File: config.mk
export PLATFORM = sky130hd
export DESIGN_NAME = nn_request_scheduler
export DESIGN_NICKNAME = d
export VERILOG_FILES = /design/src/rtl/nn_request_scheduler.sv
export SDC_FILE = /design/constraint.sdc
export NUM_CORES = 1
export LEC_CHECK = 0
export CAP_MARGIN = 20
export CORE_MARGIN = 4
export CORE_UTILIZATION = 55
export CTS_CLUSTER_DIAMETER = 120
export DETAILED_ROUTE_END_ITERATION = 10
export PLACE_DENSITY = 0.82
export SETUP_SLACK_MARGIN = 0.4
export SLEW_MARGIN = 20
export SYNTH_ARGS = -nofsm -noshare
export SYNTH_HDL_FRONTEND = slang
export SYNTH_SLANG_ARGS = --single-unit
export TNS_END_PERCENT = 50
File: constraint.sdc
create_clock -name clk_i -period 6.4 [get_ports clk_i]
set_clock_uncertainty 0.1 [all_clocks]
set_input_delay 1.6 -clock clk_i [delete_from_list [all_inputs] [get_ports clk_i]]
set_output_delay 1.6 -clock clk_i [all_outputs]
set_load 0.005 [all_outputs]
File: src/rtl/nn_request_scheduler.sv
// nn_request_scheduler: shares the boxcar_nn inference port between four
// push-button requesters and a periodic demo sweep. One inference is in
// flight at a time; the last completed result is held for the output logic.
module nn_request_scheduler #(
  parameter int WIDTH       = 16,
  parameter int FRAC_BITS   = 10,
  parameter int TICK_DIV    = 2_700_000,
  parameter int SWEEP_TICKS = 10,
  parameter int TIMEOUT     = 1024
) (
  input  logic             clk_i,
  input  logic             rst_i,
  input  logic [3:0]       btn_i,
  input  logic             demo_en_i,
  output logic [WIDTH-1:0] nn_x_o,
  output logic             nn_start_o,
  input  logic             nn_valid_i,
  input  logic [WIDTH-1:0] nn_y_i,
  output logic [WIDTH-1:0] y_o,
  output logic [WIDTH-1:0] x_o,
  output logic [2:0]       src_o,
  output logic             result_valid_o,
  output logic             busy_o,
  output logic             timeout_o
);

  localparam int WD_W   = (TIMEOUT > 1) ? $clog2(TIMEOUT) : 1;
  localparam int TICK_W = (TICK_DIV > 1) ? $clog2(TICK_DIV) : 1;
  localparam int SWP_W  = (SWEEP_TICKS > 1) ? $clog2(SWEEP_TICKS) : 1;

  // 1.0 in the fixed-point format; button and demo values are whole/half units
  localparam longint ONE_L = 64'sd1 <<< FRAC_BITS;
  localparam logic signed [WIDTH-1:0] DEMO_BASE_Q = WIDTH'(-3 * ONE_L);
  localparam logic signed [WIDTH-1:0] HALF_Q      = WIDTH'(ONE_L / 2);

  typedef enum logic [1:0] {ST_IDLE, ST_ISSUE, ST_WAIT, ST_DONE} state_t;

  state_t                  state_reg;
  logic [3:0]              btn_prev_reg;
  logic [3:0]              pend_btn_reg;
  logic                    pend_demo_reg;
  logic [TICK_W-1:0]       tick_reg;
  logic [SWP_W-1:0]        sweep_reg;
  logic [3:0]              idx_reg;
  logic signed [WIDTH-1:0] demo_x_reg;
  logic signed [WIDTH-1:0] cur_x_reg;
  logic [2:0]              cur_src_reg;
  logic [WD_W-1:0]         wdog_reg;
  logic [WIDTH-1:0]        y_reg;
  logic [WIDTH-1:0]        x_reg;
  logic [2:0]              src_reg;
  logic                    start_reg;
  logic                    rv_reg;
  logic                    busy_reg;
  logic                    timeout_reg;

  logic [4:0]              req;
  logic [4:0]              grant_oh;
  logic                    grant_any;
  logic                    tick_tc;
  logic signed [WIDTH-1:0] grant_x;
  logic [2:0]              grant_src;

  function automatic logic signed [WIDTH-1:0] btn_value(input logic [1:0] k);
    case (k)
      2'd0:    btn_value = WIDTH'(-2 * ONE_L);
      2'd1:    btn_value = WIDTH'(-1 * ONE_L);
      2'd2:    btn_value = WIDTH'(ONE_L);
      default: btn_value = WIDTH'(2 * ONE_L);
    endcase
  endfunction

  // Fixed priority: lowest set bit wins (btn0 highest, demo lowest), IDLE only
  assign req       = {pend_demo_reg, pend_btn_reg};
  assign grant_oh  = (state_reg == ST_IDLE) ? (req & (~req + 5'd1)) : 5'd0;
  assign grant_any = |grant_oh;
  assign tick_tc   = (tick_reg == TICK_W'(TICK_DIV - 1));

  // Value and source of the winning request
  always_comb begin
    grant_x   = demo_x_reg;
    grant_src = 3'd4;
    for (int k = 3; k >= 0; k--) begin
      if (pend_btn_reg[k]) begin
        grant_x   = btn_value(2'(k));
        grant_src = 3'(k);
      end
    end
  end

  // Button edge detect; an edge on an already-pending bit is absorbed
  always_ff @(posedge clk_i or posedge rst_i) begin
    if (rst_i) begin
      btn_prev_reg <= 4'd0;
      pend_btn_reg <= 4'd0;
    end else begin
      btn_prev_reg <= btn_i;
      pend_btn_reg <= (pend_btn_reg | (btn_i & ~btn_prev_reg)) & ~grant_oh[3:0];
    end
  end

  // Demo tick divider and demo pending bit; disabling drops any queued demo
  always_ff @(posedge clk_i or posedge rst_i) begin
    if (rst_i) begin
      tick_reg      <= '0;
      pend_demo_reg <= 1'b0;
    end else if (!demo_en_i) begin
      tick_reg      <= '0;
      pend_demo_reg <= 1'b0;
    end else begin
      tick_reg      <= tick_tc ? '0 : tick_reg + 1'b1;
      pend_demo_reg <= (pend_demo_reg | tick_tc) & ~grant_oh[4];
    end
  end

  // Sweep position advances after every SWEEP_TICKS demo grants, wrapping 12 -> 0
  always_ff @(posedge clk_i or posedge rst_i) begin
    if (rst_i) begin
      sweep_reg  <= '0;
      idx_reg    <= 4'd0;
      demo_x_reg <= DEMO_BASE_Q;
    end else if (grant_oh[4]) begin
      if (sweep_reg == SWP_W'(SWEEP_TICKS - 1)) begin
        sweep_reg <= '0;
        if (idx_reg == 4'd12) begin
          idx_reg    <= 4'd0;
          demo_x_reg <= DEMO_BASE_Q;
        end else begin
          idx_reg    <= idx_reg + 4'd1;
          demo_x_reg <= demo_x_reg + HALF_Q;
        end
      end else begin
        sweep_reg <= sweep_reg + 1'b1;
      end
    end
  end

  // Single-outstanding inference handshake with watchdog and registered outputs
  always_ff @(posedge clk_i or posedge rst_i) begin
    if (rst_i) begin
      state_reg   <= ST_IDLE;
      cur_x_reg   <= '0;
      cur_src_reg <= 3'd0;
      wdog_reg    <= '0;
      y_reg       <= '0;
      x_reg       <= '0;
      src_reg     <= 3'd0;
      start_reg   <= 1'b0;
      rv_reg      <= 1'b0;
      busy_reg    <= 1'b0;
      timeout_reg <= 1'b0;
    end else begin
      start_reg <= 1'b0;
      rv_reg    <= 1'b0;
      case (state_reg)
        ST_IDLE: begin
          if (grant_any) begin
            cur_x_reg   <= grant_x;
            cur_src_reg <= grant_src;
            start_reg   <= 1'b1;
            busy_reg    <= 1'b1;
            state_reg   <= ST_ISSUE;
          end
        end
        ST_ISSUE: begin
          wdog_reg  <= '0;
          state_reg <= ST_WAIT;
        end
        ST_WAIT: begin
          if (nn_valid_i) begin
            y_reg     <= nn_y_i;
            x_reg     <= cur_x_reg;
            src_reg   <= cur_src_reg;
            rv_reg    <= 1'b1;
            state_reg <= ST_DONE;
          end else if (wdog_reg == WD_W'(TIMEOUT - 1)) begin
            timeout_reg <= 1'b1;
            busy_reg    <= 1'b0;
            state_reg   <= ST_IDLE;
          end else begin
            wdog_reg <= wdog_reg + 1'b1;
          end
        end
        ST_DONE: begin
          busy_reg  <= 1'b0;
          state_reg <= ST_IDLE;
        end
        default: state_reg <= ST_IDLE;
      endcase
    end
  end

  assign nn_x_o         = cur_x_reg;
  assign nn_start_o     = start_reg;
  assign y_o            = y_reg;
  assign x_o            = x_reg;
  assign src_o          = src_reg;
  assign result_valid_o = rv_reg;
  assign busy_o         = busy_reg;
  assign timeout_o      = timeout_reg;

endmodule

==> impl_metrics.yaml, run 1 <==
synth:
  post-synth-top-count-cell: "sky130_fd_sc_hd__dfrtp_1"
  async_reset_ff_frac: 1.00
  synth_nets: 472
  ys_ff_latch: 100
  synth.cell_area_um2: 4730
  synthCells: 438
  synthDominantCellAreaShare: 0.503
  yosys.cell_types.count: 52
  synthesis.yosys.warnings: 0
  synth_ff_type: "sky130_fd_sc_hd__dfrtp_1"
  synth-edff-count: 0
  synthTopCellsByCount: "95 x sky130_fd_sc_hd__dfrtp_1, 40 x sky130_fd_sc_hd__nand2_1, 33 x sky130_fd_sc_hd__nor2_1"
  synth.largest_area_cell: "sky130_fd_sc_hd__dfrtp_1"
  synth-seq-area-share: 0.530
  postSynthAreaPerCell_um2: 10.8
  ys_top_cells_by_area: "sky130_fd_sc_hd__dfrtp_1 50%, sky130_fd_sc_hd__mux2_2 6.4%, sky130_fd_sc_hd__nand2_1 3.2%, sky130_fd_sc_hd__dfstp_2 2.8%, sky130_fd_sc_hd__ha_1 2.6%"
setup_path:
  worstSetupStartpoint: "nn_x_o[8]$_DFFE_PP0P_"
  cp_data_arrival_time_ns: 1.46
  highest_delay_cell_along_the_critical_path: "sky130_fd_sc_hd__clkdlybuf4s50_1"
  worst_setup_path_end_kind: "output port"
  critical-path-top-delay-family: "buffers and inverters"
  r2r_slack_ns: 3.98
  critical_path_required_ns: 4.70
  crit_buf_inv: 1
  worstReg2RegStart: "state_reg[1]$_DFFE_PP0P_"
  start_kind: "register"
  timing.critical_path.cells: "clkdlybuf4s50_1"
  worst-setup-path-type: "reg -> out"
  reg2regPathDepth: 6
  largest_stage_delay_on_the_critical_path_ns: 0.58
  crit-reg2reg-capture: "demo_x_reg[14]$_DFFE_PP1N_"
  critPathMaxFanout: 11
  cp_num_cells: 1
timing:
  finalHoldViolations: 0
  worst_tran_pin_value_ns: 0.926
  finalSetupTns_ns: 0
  number_of_pins_with_negative_max_slew_slack_in_the_final_report: 0
  final.period_utilization: 0.494
  clock.fmax_mhz: 317
  finalCriticalPeriod_ns: 3.16
  setup_ws_ns: 3.24
  slew_headroom: 0.381
  final-setup-viol-count: 0
  setup_repair_after_global_routing_missed_its_margin: "no"
routing:
  wl_per_cell_um: 15.5
  drtIter0Drc: 208
  detail_route.drc_violations: 0
  drt-total-wl_mm: 9.51
  antenna_left: 0
  drt-vias-per-instance: 5.64
  via_count: 3451
  first_pass_iters: 4
min_path:
  worstHoldPathCells: 1
  hold_path_startpoint: "btn_prev_reg[1]$_DFF_PP0_"
  worst_hold_path_type: "reg -> reg"
  hold_end: "pend_btn_reg[1]$_DFF_PP0_"
clock_network:
  max-clock-path-buffers: 2
  tritoncts.num_buffers: 9
  clock-sinks: 100
  cts_tree: "yes"
  clock_insertion_delay_worst_skew_ns: 0.36
  ctsHtreeMaxLevel: 3
  cts_setup_buffers: 0
  clock-root-buffer: "sky130_fd_sc_hd__clkbuf_8"
  postCtsResizedCells: 0
  postCtsHoldBufs: 0
  clk_pin_slew_ns: 0.10
power:
  share_comb_of_total_power: 0.311
  internal_power_mw: 1.30
  post-layout-total-power_mw: 1.86
  vdd_drop_max_mv: 0.153
  netSwitchingFraction: 0.302
  power.leakage_nw: 2.44
  share_seq_of_total_power: 0.470
  cellPowerDensity_nw_per_um2: 326
  power.share.clock: 0.218
  net_switching_power_mw: 0.560
finish:
  post-route-util: 0.686
  layout-drive-gt1-share: 0.118
  n_antenna_cell: 0
  post-route-cell-area_um2: 5690
  max_reg_flops: 22
  nets: 536
  areaGrowthSynthToFinish_pct: 20.4
placement:
  io_buffer_count: 78
  gpl.final_weighted_congestion: 0.856
  dp_slack_ns: 2.80
  placedInstanceArea_um2: 5490
  hpwl_dp_mm: 6.82
floorplan:
  initial_utilization: 0.570
  die_area_um2: 10100
  core_um2: 8300
  io_pins: 79
  fp-row-count: 33
  die_w_um: 101
  chip_height_um: 101
global_routing:
  grt_antenna_before_repair: 0
  grt.met3_usage: 0.0484
  grt_start_max_net_pins: 56
  groute.layer.met1.usage: 0.283
  grt_busiest_layer: "met2"
  groute.usage.overall: 0.204
  use_met2: 0.319
  grt-ovfl-total: 0
  first_global_vias: 3419
  grt_first_pass_wirelength_mm: 16.5
status:
  status: "complete, no violations"
job:
  drv_cap: 0
[metrics by stage]
step | hold slack (ns) | instances
2_1_floorplan | 0.310 | 438
3_3_place_gp | 0.318 | 596
3_5_place_dp | 0.337 | 596
4_1_cts | 0.327 | 612
5_1_grt | 0.350 | 612
6_report | 0.318 | 612
[routing by layer]
layer  routed length, µm  vias to the layer above
met1                4270                     1679
met2                4500                       93
li1                    -                     1666
met5                   0                        -
met3                 594                       13
met4                 148                        0
[worst reg2reg max path, delay by kind of cell (launching register included)]
family	cells	cell delay (ns)
buf+inv	1	0.14
simple gates	4	1.33
flops	1	0.46
fa+ha+maj	1	0.30
[power by group through the flow]
| stage | logic [mW] | clock network (mW) | registers, mW |
|---|---|---|---|
| 2_1_floorplan | 0.297 | 0 | 0.863 |
| 3_3_place_gp | 0.564 | 0 | 0.879 |
| 3_5_place_dp | 0.583 | 0 | 0.886 |
| 5_1_grt | 0.642 | 0.443 | 0.892 |
| 4_1_cts | 0.587 | 0.418 | 0.875 |
| 6_report | 0.578 | 0.405 | 0.873 |
[cells in the final DEF, fill, tap and decap left out, types with 5 or more instances in the layout]
master,netlist,layout
sky130_fd_sc_hd__a21oi_1,18,18
sky130_fd_sc_hd__and3_1,7,7
sky130_fd_sc_hd__and4_1,5,5
sky130_fd_sc_hd__clkbuf_8,0,10
sky130_fd_sc_hd__clkdlybuf4s50_1,0,78
sky130_fd_sc_hd__dfrtp_1,95,95
sky130_fd_sc_hd__dfstp_2,5,5
sky130_fd_sc_hd__ha_1,10,10
sky130_fd_sc_hd__inv_1,10,9
sky130_fd_sc_hd__mux2_2,27,27
sky130_fd_sc_hd__mux2i_1,8,8
sky130_fd_sc_hd__nand2_1,40,39
sky130_fd_sc_hd__nand2b_1,10,10
sky130_fd_sc_hd__nand3_1,14,14
sky130_fd_sc_hd__nand4_1,8,8
sky130_fd_sc_hd__nor2_1,33,33
sky130_fd_sc_hd__nor2b_1,8,8
sky130_fd_sc_hd__nor3_1,12,12
sky130_fd_sc_hd__nor4_1,7,7
sky130_fd_sc_hd__o21ai_0,10,10
sky130_fd_sc_hd__o21ai_1,18,17
sky130_fd_sc_hd__xnor2_1,14,14
[worst max-delay path by stage]
stage                                     end  slack [ns]
finish                              nn_x_o[7]        3.24
CTS                       y_o[12]$_DFFE_PP0P_        3.19
global placement           y_o[5]$_DFFE_PP0P_        2.84
floorplan           btn_prev_reg[0]$_DFF_PP0_        2.09
global route                        nn_x_o[7]        3.13
detailed placement        y_o[12]$_DFFE_PP0P_        2.80
[cells by family after synthesis]
logic type                 share of synthesized area
buffers and inverters                         0.0444
muxes                                         0.0812
adders and majority gates                     0.0265
xor gates and xnor gates                      0.0333
DFF                                            0.530
AOI/OAI and AO/OA                             0.0870
and+or+nand+nor                                0.197
[final cells by class]
type | count | area, µm²
fill | 583 | 2610
multi-input combinational | 300 | 2020
tap | 105 | 131
inverter | 12 | 47.5
clock inverter | 5 | 60.1
timing repair buffer | 79 | 788
sequential | 100 | 2510
clock buffer | 11 | 141
Note: power is estimated with default switching activity, not from simulation.
==> run 2, diff against run 1 <==
- CORE_UTILIZATION: 55 -> 48
- PLACE_DENSITY: 0.82 -> 0.76
- clock period: 6.4 -> 2.55 ns (I/O delays scaled with it)
==> run 2 against run 1 <==
Count of clock-buffer cells in the layout is 2 lower; combinational power rose to 2.6 times the previous value; first-iteration DRC count is 53% lower; largest power group unchanged.
==> impl_metrics.yaml, run 2 (synthesized netlist as in run 1, its figures left out) <==
power:
  power.share.clock: 0.223
  netSwitchingFraction: 0.303
  share_seq_of_total_power: 0.458
  power.leakage_nw: 2.48
  net_switching_power_mw: 1.42
  cellPowerDensity_nw_per_um2: 809
  share_comb_of_total_power: 0.318
  internal_power_mw: 3.28
  vdd_drop_max_mv: 0.352
routing:
  via_count: 3484
  drtIter0Drc: 97
  antenna_left: 0
  detail_route.drc_violations: 0
  first_pass_iters: 4
  drt-total-wl_mm: 9.36
  wl_per_cell_um: 14.6
  drt-vias-per-instance: 5.42
finish:
  max_reg_flops: 22
  n_antenna_cell: 0
  layout-drive-gt1-share: 0.136
  layout_commonest_cell: "sky130_fd_sc_hd__dfrtp_1"
  nets: 543
  commonest_cells_after_routing_fill_and_taps_aside: "93 x sky130_fd_sc_hd__dfrtp_1, 78 x sky130_fd_sc_hd__clkdlybuf4s50_1, 40 x sky130_fd_sc_hd__nand2_1"
  post-route-cell-area_um2: 5810
  areaGrowthSynthToFinish_pct: 22.9
setup_path:
  cp_data_arrival_time_ns: 1.34
  start_kind: "register"
  highest_delay_cell_along_the_critical_path: "sky130_fd_sc_hd__clkdlybuf4s50_1"
  worst-setup-path-type: "reg -> out"
  critPathMaxFanout: 10
  worst_setup_path_end_kind: "output port"
  critical_path_required_ns: 1.81
  crit_buf_inv: 1
  timing.critical_path.cells: "clkdlybuf4s50_1"
  critical-path-top-delay-family: "buffers and inverters"
  largest_stage_delay_on_the_critical_path_ns: 0.53
min_path:
  worst_hold_path_type: "reg -> reg"
clock_network:
  ctsHtreeMaxLevel: 3
  postCtsHoldBufs: 0
  clk_pin_slew_ns: 0.10
  clock_insertion_delay_worst_skew_ns: 0.36
  clock-root-buffer: "sky130_fd_sc_hd__clkbuf_8"
  clock-sinks: 100
  cts_tree: "yes"
  max-clock-path-buffers: 2
  tritoncts.num_buffers: 9
timing:
  setup_repair_after_global_routing_missed_its_margin: "yes"
  finalCriticalPeriod_ns: 2.08
  clock.fmax_mhz: 480
  worst_tran_pin_value_ns: 0.501
  finalSetupTns_ns: 0
  final.period_utilization: 0.816
  slew_headroom: 0.663
  final-setup-viol-count: 0
  finalHoldViolations: 0
  number_of_pins_with_negative_max_slew_slack_in_the_final_report: 0
placement:
  hpwl_dp_mm: 6.69
  gpl.final_weighted_congestion: 0.840
  placedInstanceArea_um2: 5600
  io_buffer_count: 78
global_routing:
  grt-ovfl-total: 0
  groute.usage.overall: 0.170
  grt_antenna_before_repair: 0
  grt_start_max_net_pins: 101
  grt_first_pass_wirelength_mm: 16.0
  first_global_vias: 3419
floorplan:
  die_area_um2: 11500
  fp-row-count: 35
  initial_utilization: 0.502
  io_pins: 79
  die_w_um: 107
  chip_height_um: 107
  core_um2: 9420
status:
  status: "complete, no violations"
job:
  drv_cap: 0
run 2: changes by cell type in the layout (fill, tap and decap cells not counted), sizes merged:
cell	delta
inv	+1
clkbuf	-2
clkinvlp	+1
buf	+7
run 2: metal layers:
| layer | part of all wire | track usage | up-vias | wire length (µm) |
|---|---|---|---|---|
| met5 | 0 | 0 | - | 0 |
| met4 | 0.016 | 0.0630 | 0 | 152 |
| met3 | 0.064 | 0.0348 | 18 | 603 |
| met2 | 0.50 | 0.286 | 98 | 4680 |
| met1 | 0.42 | 0.217 | 1690 | 3920 |
| li1 | - | - | 1678 | - |
run 2: through the flow:
| step | setup slack, ns | utilization | power, mW | instances | hold slack (ns) |
|---|---|---|---|---|---|
| 2_1_floorplan | 0.539 | - | 2.91 | 438 | 0.310 |
| 3_3_place_gp | 0.338 | 0.594 | 3.65 | 627 | 0.323 |
| 3_5_place_dp | 0.282 | 0.594 | 3.71 | 627 | 0.337 |
| 4_1_cts | 0.449 | 0.616 | 4.77 | 643 | 0.349 |
| 5_1_grt | 0.349 | 0.617 | 5.01 | 643 | 0.357 |
| 6_report | 0.469 | 0.617 | 4.70 | 643 | 0.343 |
run 2: timing repair:
action	CTS	global route
gates resized for setup	2	2
buffers inserted	0	0
endpoints found under the setup margin	18	11
run 2: cell type report:
type	count	area (µm²)
clock buffer	9	124
sequential	100	2510
timing repair buffer	86	866
tap	129	161
multi-input combinational	300	2020
inverter	12	48.8
fill	772	3600
clock inverter	7	82.6
run 2: worst paths after layout:
| kind | startpoint | end | slack (ns) | cells past startpoint |
|---|---|---|---|---|
| max in group asynchronous | rst_i | nn_x_o[8]$_DFFE_PP0P_ | 1.28 | 3 |
| min reg2reg | btn_prev_reg[2]$_DFF_PP0_ | pend_btn_reg[2]$_DFF_PP0_ | 0.34 | 1 |
| max reg2reg | state_reg[0]$_DFFE_PP0P_ | wdog_reg[7]$_DFFE_PP0P_ | 0.56 | 5 |
| max | x_o[8]$_DFFE_PP0P_ | x_o[5] | 0.47 | 1 |
| min in group asynchronous | rst_i | idx_reg[2]$_DFFE_PP0N_ | 0.66 | 3 |
| min | btn_prev_reg[2]$_DFF_PP0_ | pend_btn_reg[2]$_DFF_PP0_ | 0.34 | 1 |
run 2: power groups by stage:
| stage | combinational, mW | clock (mW) | sequential, mW |
|---|---|---|---|
| 6_report | 1.50 | 1.05 | 2.15 |
| 5_1_grt | 1.65 | 1.14 | 2.22 |
| 4_1_cts | 1.53 | 1.08 | 2.16 |
| 3_5_place_dp | 1.52 | 0 | 2.19 |
| 3_3_place_gp | 1.47 | 0 | 2.18 |
| 2_1_floorplan | 0.746 | 0 | 2.17 |
==> run 3, diff against run 2 <==
- CORE_UTILIZATION: 48 -> 53
- PLACE_DENSITY: 0.76 -> 0.8
- clock period: 2.55 -> 2 ns (I/O delays scaled with it)
==> run 3 against run 2 <==
Die area shrank 8.7%; sequential power grew 30%; register-to-register slack lost 0.36 ns; critical path depth grew 5; utilization grew 20 points; count of clock-buffer cells in the layout grew 1; sequential share of layout area shrank 7.7 points; routed wire length grew 45%; largest cell class unchanged; highest routed layer unchanged.
==> impl_metrics.yaml, run 3 (synthesized netlist as in run 1, its figures left out) <==
timing:
  setup_ws_ns: 0.199
  final.period_utilization: 0.901
  hold_worst_slack_ns: 0.338
  slew_headroom: 0.677
  finalSetupTns_ns: 0
  clock.fmax_mhz: 555
  final-setup-viol-count: 0
  setup_repair_after_global_routing_missed_its_margin: "yes"
  worst_tran_pin_value_ns: 0.480
  number_of_pins_with_negative_max_slew_slack_in_the_final_report: 0
  finalHoldViolations: 0
  finalCriticalPeriod_ns: 1.80
routing:
  drt-vias-per-instance: 5.83
  wl_per_cell_um: 19.3
  antenna_left: 0
  drtIter0Drc: 156
  via_count: 4109
  first_pass_iters: 5
  detail_route.drc_violations: 0
  drt-total-wl_mm: 13.6
floorplan:
  die_area_um2: 10500
  chip_height_um: 102
  core_um2: 8720
  fp-row-count: 34
  die_w_um: 102
  io_pins: 79
  initial_utilization: 0.542
global_routing:
  grt-ovfl-total: 0
  grt_start_max_net_pins: 37
  grt_antenna_before_repair: 0
  first_global_vias: 3930
  groute.usage.overall: 0.241
  grt_first_pass_wirelength_mm: 19.8
clock_network:
  clock-sinks: 100
  postCtsHoldBufs: 0
  clk_pin_slew_ns: 0.09
  ctsHtreeMaxLevel: 3
  max-clock-path-buffers: 2
  tritoncts.num_buffers: 9
  cts_tree: "yes"
  clock_insertion_delay_worst_skew_ns: 0.36
  clock-root-buffer: "sky130_fd_sc_hd__clkbuf_8"
finish:
  areaGrowthSynthToFinish_pct: 50.4
  n_antenna_cell: 0
  layout_commonest_cell: "sky130_fd_sc_hd__dfrtp_1"
  multiInputGateArea_um2: 2510
  nets: 627
  final.fill_count: 456
  max_reg_flops: 22
  ff_latch_area_um2: 2520
  post-route-cell-area_um2: 7110
  layout-drive-gt1-share: 0.436
  stdcell_count: 705
  post-route-util: 0.815
  commonest_cells_after_routing_fill_and_taps_aside: "84 x sky130_fd_sc_hd__dfrtp_1, 55 x sky130_fd_sc_hd__buf_4, 46 x sky130_fd_sc_hd__buf_6"
power:
  share_comb_of_total_power: 0.398
  cellPowerDensity_nw_per_um2: 951
  netSwitchingFraction: 0.326
  power.leakage_nw: 3.17
  vdd_drop_max_mv: 0.741
  internal_power_mw: 4.56
  post-layout-total-power_mw: 6.76
  net_switching_power_mw: 2.20
  power.share.clock: 0.189
  share_seq_of_total_power: 0.413
setup_path:
  cp_data_arrival_time_ns: 1.93
  critPathMaxFanout: 5
  r2r_slack_ns: 0.20
  critical_path_required_ns: 2.13
  start_kind: "register"
  worst-setup-path-type: "reg -> reg"
  worst_setup_path_end_kind: "register"
job:
  drv_cap: 0
placement:
  gpl.final_weighted_congestion: 0.861
  placedInstanceArea_um2: 5710
  dp_slack_ns: 0.0128
  io_buffer_count: 78
  numPlacedInstances: 618
  hpwl_dp_mm: 7.10
status:
  status: "complete, no violations"
min_path:
  worst_hold_path_type: "reg -> reg"
[run 3: power groups by stage]
stage	sequential (mW)	combinational, mW	clock [mW]
2_1_floorplan	2.77	1.00	0
3_3_place_gp	2.77	1.94	0
3_5_place_dp	2.80	2.03	0
4_1_cts	2.74	2.25	1.30
5_1_grt	2.85	2.89	1.38
6_report	2.79	2.69	1.28
[run 3: area by class of cell]
| class | instances | share of cell area |
|---|---|---|
| Clock inverter | 5 | 0.00862 |
| Timing Repair Buffer | 170 | 0.240 |
| Clock buffer | 10 | 0.0179 |
| Tap cell | 108 | 0.0190 |
| Sequential cell | 100 | 0.355 |
| Inverter | 12 | 0.00686 |
| Multi-Input combinational cell | 300 | 0.353 |
[run 3: repair_timing]
action | 4_1_cts | 5_1_grt
setup endpoints to repair | 143 | 144
gates cloned | 5 | 4
setup buffers | 47 | 16
pin swaps | 19 | 29
resized for setup | 198 | 112
[run 3: path summary, 6_finish.rpt]
check | cells after the start | from | end
worst max-delay path | 6 | tick_reg[5]$_DFF_PP0_ | tick_reg[21]$_DFF_PP0_
worst min-delay path | 1 | btn_prev_reg[1]$_DFF_PP0_ | pend_btn_reg[1]$_DFF_PP0_
worst max register to register | 6 | tick_reg[5]$_DFF_PP0_ | tick_reg[21]$_DFF_PP0_
worst min register to register | 1 | btn_prev_reg[1]$_DFF_PP0_ | pend_btn_reg[1]$_DFF_PP0_
max in group asynchronous | 3 | rst_i | wdog_reg[0]$_DFFE_PP0P_
min in group asynchronous | 2 | rst_i | y_o[15]$_DFFE_PP0P_
[run 3: layer usage]
metal / wire, µm / track usage
met3: 700 / 0.0505
met5: 0 / 0
met2: 7330 / 0.425
met1: 5260 / 0.298
met4: 314 / 0.0666
[run 3: worst max-delay path, cell delays in order (launching register included)]
cell,delay [ns]
sky130_fd_sc_hd__dfrtp_1,0.44
sky130_fd_sc_hd__buf_6,0.15
sky130_fd_sc_hd__nor4b_4,0.27
sky130_fd_sc_hd__nand4_1,0.17
sky130_fd_sc_hd__o21ai_2,0.29
sky130_fd_sc_hd__buf_6,0.21
sky130_fd_sc_hd__a21oi_2,0.05
